[src/rtl/serdes_rx_framer.sv]
// serdes_rx_framer
// Receive-side deserializer and word aligner. Shifts in the serial stream MSB
// first, hunts for SYNC_WORD to find the frame boundary, confirms it with
// LOCK_COUNT consecutive on-boundary sync frames, then delivers each non-sync
// word on data_out with a one-cycle data_valid strobe.
//
// Optional build macro SERDES_RX_PARITY_EN: frames grow to WIDTH+1 bits (data
// followed by an even-parity bit) and a parity_err strobe accompanies
// data_valid when a delivered frame has odd overall parity.
module serdes_rx_framer #(
    parameter int unsigned      WIDTH      = 8,
    parameter logic [WIDTH-1:0] SYNC_WORD  = 8'hBC,
    parameter int unsigned      LOCK_COUNT = 3
) (
    input  logic             clk,
    input  logic             rst_n,
    input  logic             ena,
    input  logic             serial_in,
    input  logic             realign,
    output logic [WIDTH-1:0] data_out,
    output logic             data_valid,
    output logic             sync_det,
    output logic             locked,
    output logic [1:0]       state_out
`ifdef SERDES_RX_PARITY_EN
    ,
    output logic             parity_err
`endif
);

    // Frame geometry: the sync frame carries its own correct parity bit so the
    // hunt window and the per-frame compare both cover the whole frame.
`ifdef SERDES_RX_PARITY_EN
    localparam int unsigned     FLEN       = WIDTH + 1;
    localparam logic [FLEN-1:0] SYNC_FRAME = {SYNC_WORD, ^SYNC_WORD};
`else
    localparam int unsigned     FLEN       = WIDTH;
    localparam logic [FLEN-1:0] SYNC_FRAME = SYNC_WORD;
`endif

    localparam int unsigned     CW          = $clog2(FLEN);
    localparam logic [CW-1:0]   LAST_BIT    = CW'(FLEN - 1);
    localparam logic [3:0]      LOCK_TARGET = 4'(LOCK_COUNT);

    typedef enum logic [1:0] {
        HUNT   = 2'd0,
        VERIFY = 2'd1,
        LOCKED = 2'd2
    } state_t;

    state_t          state;
    logic [FLEN-1:0] sr;
    logic [CW-1:0]   bit_cnt;
    logic [3:0]      match_cnt;

    // One-frame holding stage between frame completion and the output strobe,
    // giving the one-edge delivery latency after the last bit is sampled.
    logic             pend_data;
    logic             pend_sync;
    logic [WIDTH-1:0] pend_word;
`ifdef SERDES_RX_PARITY_EN
    logic             pend_perr;
`endif

    // Frame as it will look after this edge's sample is shifted in; all
    // decisions on a sampled edge are made on this value.
    logic [FLEN-1:0] sr_next;
    logic            frame_done;
    logic            frame_is_sync;

    assign sr_next       = {sr[FLEN-2:0], serial_in};
    assign frame_done    = (bit_cnt == LAST_BIT);
    assign frame_is_sync = (sr_next == SYNC_FRAME);
    assign state_out     = state;

    // Serial sampling: shift in one bit per enabled cycle, frozen otherwise.
    // NOTE: clocked state is always assigned with <= so every register sees the
    // pre-edge value of every other register, independent of statement order.
    always_ff @(posedge clk or negedge rst_n) begin
        if (!rst_n) begin
            sr <= '0;
        end else if (ena) begin
            sr <= sr_next;
        end
    end

    // Alignment FSM, frame counters, holding stage and registered outputs.
    always_ff @(posedge clk or negedge rst_n) begin
        if (!rst_n) begin
            state      <= HUNT;
            locked     <= 1'b0;
            bit_cnt    <= '0;
            match_cnt  <= '0;
            pend_data  <= 1'b0;
            pend_sync  <= 1'b0;
            pend_word  <= '0;
            data_out   <= '0;
            data_valid <= 1'b0;
            sync_det   <= 1'b0;
`ifdef SERDES_RX_PARITY_EN
            pend_perr  <= 1'b0;
            parity_err <= 1'b0;
`endif
        end else if (realign) begin
            // Realign wins over sampling and delivery: anything completing or
            // waiting in the holding stage is dropped, data_out is kept.
            state      <= HUNT;
            locked     <= 1'b0;
            bit_cnt    <= '0;
            match_cnt  <= '0;
            pend_data  <= 1'b0;
            pend_sync  <= 1'b0;
            data_valid <= 1'b0;
            sync_det   <= 1'b0;
`ifdef SERDES_RX_PARITY_EN
            parity_err <= 1'b0;
`endif
        end else if (!ena) begin
            // Everything holds; the strobes must not stretch across idle cycles.
            data_valid <= 1'b0;
            sync_det   <= 1'b0;
`ifdef SERDES_RX_PARITY_EN
            parity_err <= 1'b0;
`endif
        end else begin
            // Release the frame captured on the previous sampled edge.
            data_valid <= pend_data;
            sync_det   <= pend_sync;
            if (pend_data) begin
                data_out <= pend_word;
            end
`ifdef SERDES_RX_PARITY_EN
            parity_err <= pend_data & pend_perr;
`endif
            pend_data <= 1'b0;
            pend_sync <= 1'b0;

            case (state)
                HUNT: begin
                    // Bit-by-bit search; a hit marks the next bit as frame bit 0.
                    bit_cnt <= '0;
                    if (frame_is_sync) begin
                        match_cnt <= 4'd1;
                        if (LOCK_COUNT == 1) begin
                            state  <= LOCKED;
                            locked <= 1'b1;
                        end else begin
                            state <= VERIFY;
                        end
                    end
                end

                VERIFY: begin
                    bit_cnt <= frame_done ? '0 : bit_cnt + CW'(1);
                    if (frame_done) begin
                        if (frame_is_sync) begin
                            match_cnt <= match_cnt + 4'd1;
                            if (match_cnt + 4'd1 == LOCK_TARGET) begin
                                state  <= LOCKED;
                                locked <= 1'b1;
                            end
                        end else begin
                            // The failing frame is consumed, not re-searched.
                            state     <= HUNT;
                            match_cnt <= '0;
                        end
                    end
                end

                LOCKED: begin
                    bit_cnt <= frame_done ? '0 : bit_cnt + CW'(1);
                    if (frame_done) begin
                        if (frame_is_sync) begin
                            pend_sync <= 1'b1;
                        end else begin
                            pend_data <= 1'b1;
                            pend_word <= sr_next[FLEN-1 -: WIDTH];
`ifdef SERDES_RX_PARITY_EN
                            pend_perr <= ^sr_next;
`endif
                        end
                    end
                end

                default: begin
                    state     <= HUNT;
                    locked    <= 1'b0;
                    bit_cnt   <= '0;
                    match_cnt <= '0;
                end
            endcase
        end
    end

endmodule
[config.mk]
export PLATFORM = sky130hd
export DESIGN_NAME = serdes_rx_framer
export DESIGN_NICKNAME = d
export VERILOG_FILES = /design/src/rtl/serdes_rx_framer.sv
export SDC_FILE = /design/constraint.sdc
export NUM_CORES = 1
export LEC_CHECK = 0
export CAP_MARGIN = 20
export CORE_MARGIN = 2
export CORE_UTILIZATION = 55
export DETAILED_ROUTE_END_ITERATION = 6
export GPL_TIMING_DRIVEN = 0
export PLACE_DENSITY = 0.85
export SLEW_MARGIN = 20
export SYNTH_ARGS = -nofsm -noshare
export SYNTH_HDL_FRONTEND = slang
export SYNTH_SLANG_ARGS = --single-unit
[constraint.sdc]
create_clock -name clk -period 2 [get_ports clk]
set_input_delay 0.5 -clock clk [delete_from_list [all_inputs] [get_ports clk]]
set_output_delay 0.5 -clock clk [all_outputs]
set_load 0.02 [all_outputs]
==> results.cfg, run 1 <==
[critical_path]
startpoint_type = input port
startpoint = serial_in
critPathKind = input port to flip-flop
r2r_start = bit_cnt[0]$_DFFE_PN0P_
endpoint_kind = flip-flop
r2r-end = state_out[0]$_DFFE_PN0P_
r2r_cells = 6
cp.required_ps = 2230
ff2ff_setup_slack_ps = 100
crit_fanout = 9
arrival_ps = 2160

[run_status]
status = finished clean

[flow_run]
maxCapViolCount = 0

[route]
drc = 0
postRouteAntennaNets = 0
wl_mm = 3.08
detailroute.via_count = 1147
drt_iter0_markers = 42
wl_per_cell_um = 15.9
drtPass1Iterations = 5
via_per_inst = 5.91

[synthesis]
synthSimpleGateAreaFrac_pct = 12.4
synth_nets = 149
synth_top_family_by_area = multiplexers
synth_top_area_share_pct = 53.8
synthesis.area_mm2 = 0.00172
ys_seq_area_share_pct = 53.8
synthAdderAreaFrac_pct = 5.09
synth_most_common_cell = dfrtp_1
async_reset_ff_share_pct = 100
syn_area_per_cell_um2 = 12.6
synth_seq_cells = 37
synth_flop_cell = dfrtp_1
ys_warn_count = 0
yosys-top-cells-area = dfrtp_1, mux2_4, ha_1, mux2_1, mux2_2
synth_cells = 137
synth_top_area_cell = dfrtp_1
yosys-top-cells-count = dfrtp_1, inv_1, ha_1, mux2_1, mux2_2
muxShareOfSynthArea_pct = 14.4
netlist-cell-type-count = 39
synth_edf_count = 0
synth_xor_xnor_area_share_pct = 0
synth-compound-area-share_pct = 10.0

[placed_design]
gp_congestion = 0.737
dpl.hpwl_mm = 2.16
port_buffers = 15
place_area_mm2 = 0.00193

[cts]
clk_latency_ps = 340
cts_buffers = 5
cts_tree = done
path_clk_slew_ps = 110
ctsHtreeMaxLevel = 2
holdBufCountCts = 0
clock-sinks = 37
root_buffer = clkbuf_4
clk_path_buf_depth = 2

[floorplanning]
dieArea_mm2 = 0.00359
row_count = 20
die_x_um = 59.9
core_area_mm2 = 0.00300
start_util_pct = 57.3
ios = 18
die_h_um = 59.9

[final_layout]
stdcell_area_mm2 = 0.00202
nets = 172
syn2layout_area_growth_pct = 17.2
antenna_cells = 0
drive_above_1_share_pct = 20.5

[global_route]
antenna_found_initial = 0
grt_max_degree = 24
grt_pass1_wl_mm = 5.23
grt.total_usage_pct = 20.2
grt_pass1_vias = 1137
grt-ovfl-total = 0

[worst_hold_path]
min_path_type = input port to asynchronous set/reset pin

[sta]
relSlewSlack_pct = 66.8
period_share_pct = 96.6
max_freq_mhz = 518
setup_viol = 0
finClkSkew_ps = 3.38
maxSlewViolCount = 0
fin_crit_ps = 1930
tightest_slew_ps = 497
hold_viol = 0
rsz0062_at_grt = no

[power_and_ir_drop]
peakVddDrop_uv = 469
p_leak_nw = 0.960
p_per_area_mw_per_mm2 = 787
power_mw = 1.59
state kept, by name, summed over array words and instances, names as in the netlist:
signal / count
bit_cnt: 3
data_out: 8
data_valid: 1
locked: 1
match_cnt: 4
pend_data: 1
pend_sync: 1
pend_word: 8
sr: 7
state_out: 2
sync_det: 1
layout by cell type, fill, tap and decap left out, types with 3 or more instances in the layout:
| cell type | instances |
|---|---|
| a21o_1 | 3 |
| a21oi_1 | 4 |
| clkbuf_4 | 5 |
| clkdlybuf4s50_1 | 14 |
| dfrtp_1 | 37 |
| ha_1 | 7 |
| inv_1 | 10 |
| mux2_1 | 7 |
| mux2_2 | 7 |
| mux2_4 | 6 |
| nand2_1 | 5 |
| nand2b_1 | 5 |
| nand3_1 | 4 |
| nor2_1 | 4 |
per-stage QoR:
step	setup slack [ps]	hold WS (ps)	utilization, %	setup TNS, ps	cells
6_report	68.9	50.1	67.2	0	194
5_1_grt	3.97	65.1	67.2	0	194
4_1_cts	9.03	56.2	66.8	0	194
3_5_place_dp	-310	434	64.4	-2970	186
3_3_place_gp	-301	458	63.7	-13840	185
2_1_floorplan	179	204	-	0	137
cell families after synthesis:
group,after synthesis
flip-flops,37
AND/OR/NAND/NOR,34
AO/OA/AOI/OAI,24
multiplexers,20
buffers and inverters,15
adder cells (fa/ha/maj),7
where the power goes:
part,switching (mW),total (mW),internal [mW]
clock,0.245,0.449,0.204
combinational,0.152,0.275,0.123
sequential,0.0615,0.864,0.803
how the worst max path moves through the flow:
stage / endpoint / cells past startpoint / slack, ps
2_1_floorplan: state_out[0]$_DFFE_PN0P_ / 6 / 180
6_report: state_out[0]$_DFFE_PN0P_ / 6 / 70
4_1_cts: state_out[0]$_DFFE_PN0P_ / 6 / 9
3_3_place_gp: match_cnt[0]$_DFFE_PN0P_ / 1 / -300
5_1_grt: state_out[0]$_DFFE_PN0P_ / 6 / 4
3_5_place_dp: state_out[0]$_DFFE_PN0P_ / 6 / -310
timing repair:
| action | CTS | global route |
|---|---|---|
| setup buffers | 0 | 0 |
| endpoints found under the setup margin | 0 | 6 |
| gates resized for setup | 0 | 2 |
metal layers:
metal	part of all wire [%]	track usage, %
met5	0	0
met4	2.0	9.52
met2	49	32.0
met3	3.4	4.11
met1	45	26.7
area by class of cell:
cell class | count | area [µm²]
well taps | 33 | 41.3
fillers | 225 | 986
plain buffers | 5 | 35.0
clock buffers | 7 | 65.1
multi-input cells | 85 | 734
repair buffers | 16 | 173
flip-flops and latches | 37 | 926
inverters | 10 | 37.5
clock inverters | 1 | 5.00
worst max-delay path, stage by stage:
cell and delay [ps]:
clkdlybuf4s50_1 460, nand4bb_1 230, or2_1 240, buf_6 140, a221oi_2 250, mux2_1 350
No activity file was read; power rests on OpenSTA's default activity.
==> run 2, diff against run 1 <==
- ABC_AREA: not set -> 0
- DONT_BUFFER_PORTS: not set -> 1
- PLACE_DENSITY: 0.85 -> 0.77
- SKIP_CTS_REPAIR_TIMING: not set -> 1
==> results.cfg, run 2 (synthesis gave the netlist of run 1 again) <==
[sta]
maxSlewViolCount = 0
rsz0062_at_grt = no
setup_viol = 0
finClkSkew_ps = 13.4
hold_viol = 0
relSlewSlack_pct = 70.4
tightest_slew_ps = 441
period_share_pct = 94.4
max_freq_mhz = 530
fin_crit_ps = 1890

[cts]
cts_tree = done
cts_buffers = 5
ctsHtreeMaxLevel = 2
clk_latency_ps = 350
root_buffer = clkbuf_4
clk_path_buf_depth = 2
clock-sinks = 37
path_clk_slew_ps = 110

[final_layout]
fillerInstances = 246
drive_above_1_share_pct = 23.1
antenna_cells = 0
top_regs = data_out (8), pend_word (8), sr (7)
nets = 158
stdcell_area_mm2 = 0.00190
layout_commonest_cell = dfrtp_1
final_cell_mix = dfrtp_1, inv_1, mux2_2, mux2_1, ha_1
syn2layout_area_growth_pct = 10.2

[floorplanning]
core_area_mm2 = 0.00300
die_h_um = 59.9
dieArea_mm2 = 0.00359
row_count = 20
start_util_pct = 57.3
ios = 18
die_x_um = 59.9

[placed_design]
gp_congestion = 0.775
place_area_mm2 = 0.00176
dpl.hpwl_mm = 1.95
port_buffers = 0

[global_route]
antenna_found_initial = 0
grt_max_degree = 38
grt-ovfl-total = 0
grt_pass1_wl_mm = 4.95
grt_pass1_vias = 1047
grt.total_usage_pct = 19.7

[power_and_ir_drop]
power_mw = 1.66
p_leak_nw = 0.909
peakVddDrop_uv = 586
p_per_area_mw_per_mm2 = 876

[route]
wl_mm = 2.81
postRouteAntennaNets = 0
drtPass1Iterations = 4
drc = 0
via_per_inst = 5.82
detailroute.via_count = 1047
wl_per_cell_um = 15.6
drt_iter0_markers = 35

[critical_path]
arrival_ps = 2140
r2r-end = match_cnt[3]$_DFFE_PN0P_
crit_fanout = 7
r2r_start = state_out[1]$_DFFE_PN0P_
cp.required_ps = 2250
ff2ff_setup_slack_ps = 110
startpoint_type = flip-flop
endpoint_kind = flip-flop
critPathKind = flip-flop to flip-flop
r2r_cells = 6

[worst_hold_path]
min_path_type = input port to flip-flop
hold-path-endpoint = sr[0]$_DFFE_PN0P_
hold_start = serial_in
min_path_cells = 2

[flow_run]
maxCapViolCount = 0

[run_status]
status = finished clean
## run 2: final cells by class
| type | instances | area, µm² | share of cell area [%] |
|---|---|---|---|
| tap | 33 | 41.3 | 2.18 |
| multi-input combinational | 85 | 734 | 38.7 |
| clock buffer | 6 | 51.3 | 2.71 |
| clock inverter | 2 | 37.5 | 1.98 |
| timing repair buffer | 2 | 30.0 | 1.58 |
| buffer | 5 | 35.0 | 1.85 |
| sequential | 37 | 928 | 49.0 |
| inverter | 10 | 37.5 | 1.98 |
## run 2: worst max-delay path, stage by stage, from the launching register on
cell,delay [ps]
dfrtp_1,530
inv_1,110
ha_1,230
nand2b_1,110
a31oi_2,180
a21o_1,260
a221o_1,360
## run 2: power by group
group / leakage (nW) / switching, mW / internal, mW / total, mW
registers: 0.493 / 0.0750 / 0.804 / 0.879
clock network: 0.0445 / 0.254 / 0.297 / 0.551
logic: 0.371 / 0.126 / 0.104 / 0.230
total: 0.909 / 0.455 / 1.21 / 1.66
## run 2: worst max-delay path by stage
stage,from,end,slack (ps),depth (start not counted)
after floorplan,bit_cnt[0]$_DFFE_PN0P_,state_out[0]$_DFFE_PN0P_,180,6
after global placement,bit_cnt[0]$_DFFE_PN0P_,state_out[0]$_DFFE_PN0P_,40,6
after detailed placement,bit_cnt[0]$_DFFE_PN0P_,match_cnt[3]$_DFFE_PN0P_,-10,6
after CTS,bit_cnt[0]$_DFFE_PN0P_,match_cnt[3]$_DFFE_PN0P_,-20,6
after global routing,bit_cnt[0]$_DFFE_PN0P_,state_out[0]$_DFFE_PN0P_,0.9,6
final,state_out[1]$_DFFE_PN0P_,match_cnt[3]$_DFFE_PN0P_,110,6
## run 2: metal layers
metal  global-route usage [%]  routed length, µm
met1                     26.6               1360
met2                     28.0               1280
met3                     7.14                112
met4                     9.84                 63
met5                        0                  0
## run 2: stage by stage
stage / hold slack, ps / instances / worst slack (ps) / util (%) / setup TNS, ps
detailed placement: 205 / 170 / -10.2 / 58.7 / -10.2
CTS: -191 / 178 / -16.3 / 61.6 / -29.0
global placement: 205 / 170 / 37.6 / 58.7 / 0
finish: 269 / 180 / 112 / 63.1 / 0
global route: 246 / 180 / 0.947 / 63.1 / 0
floorplan: 204 / 137 / 179 / - / 0
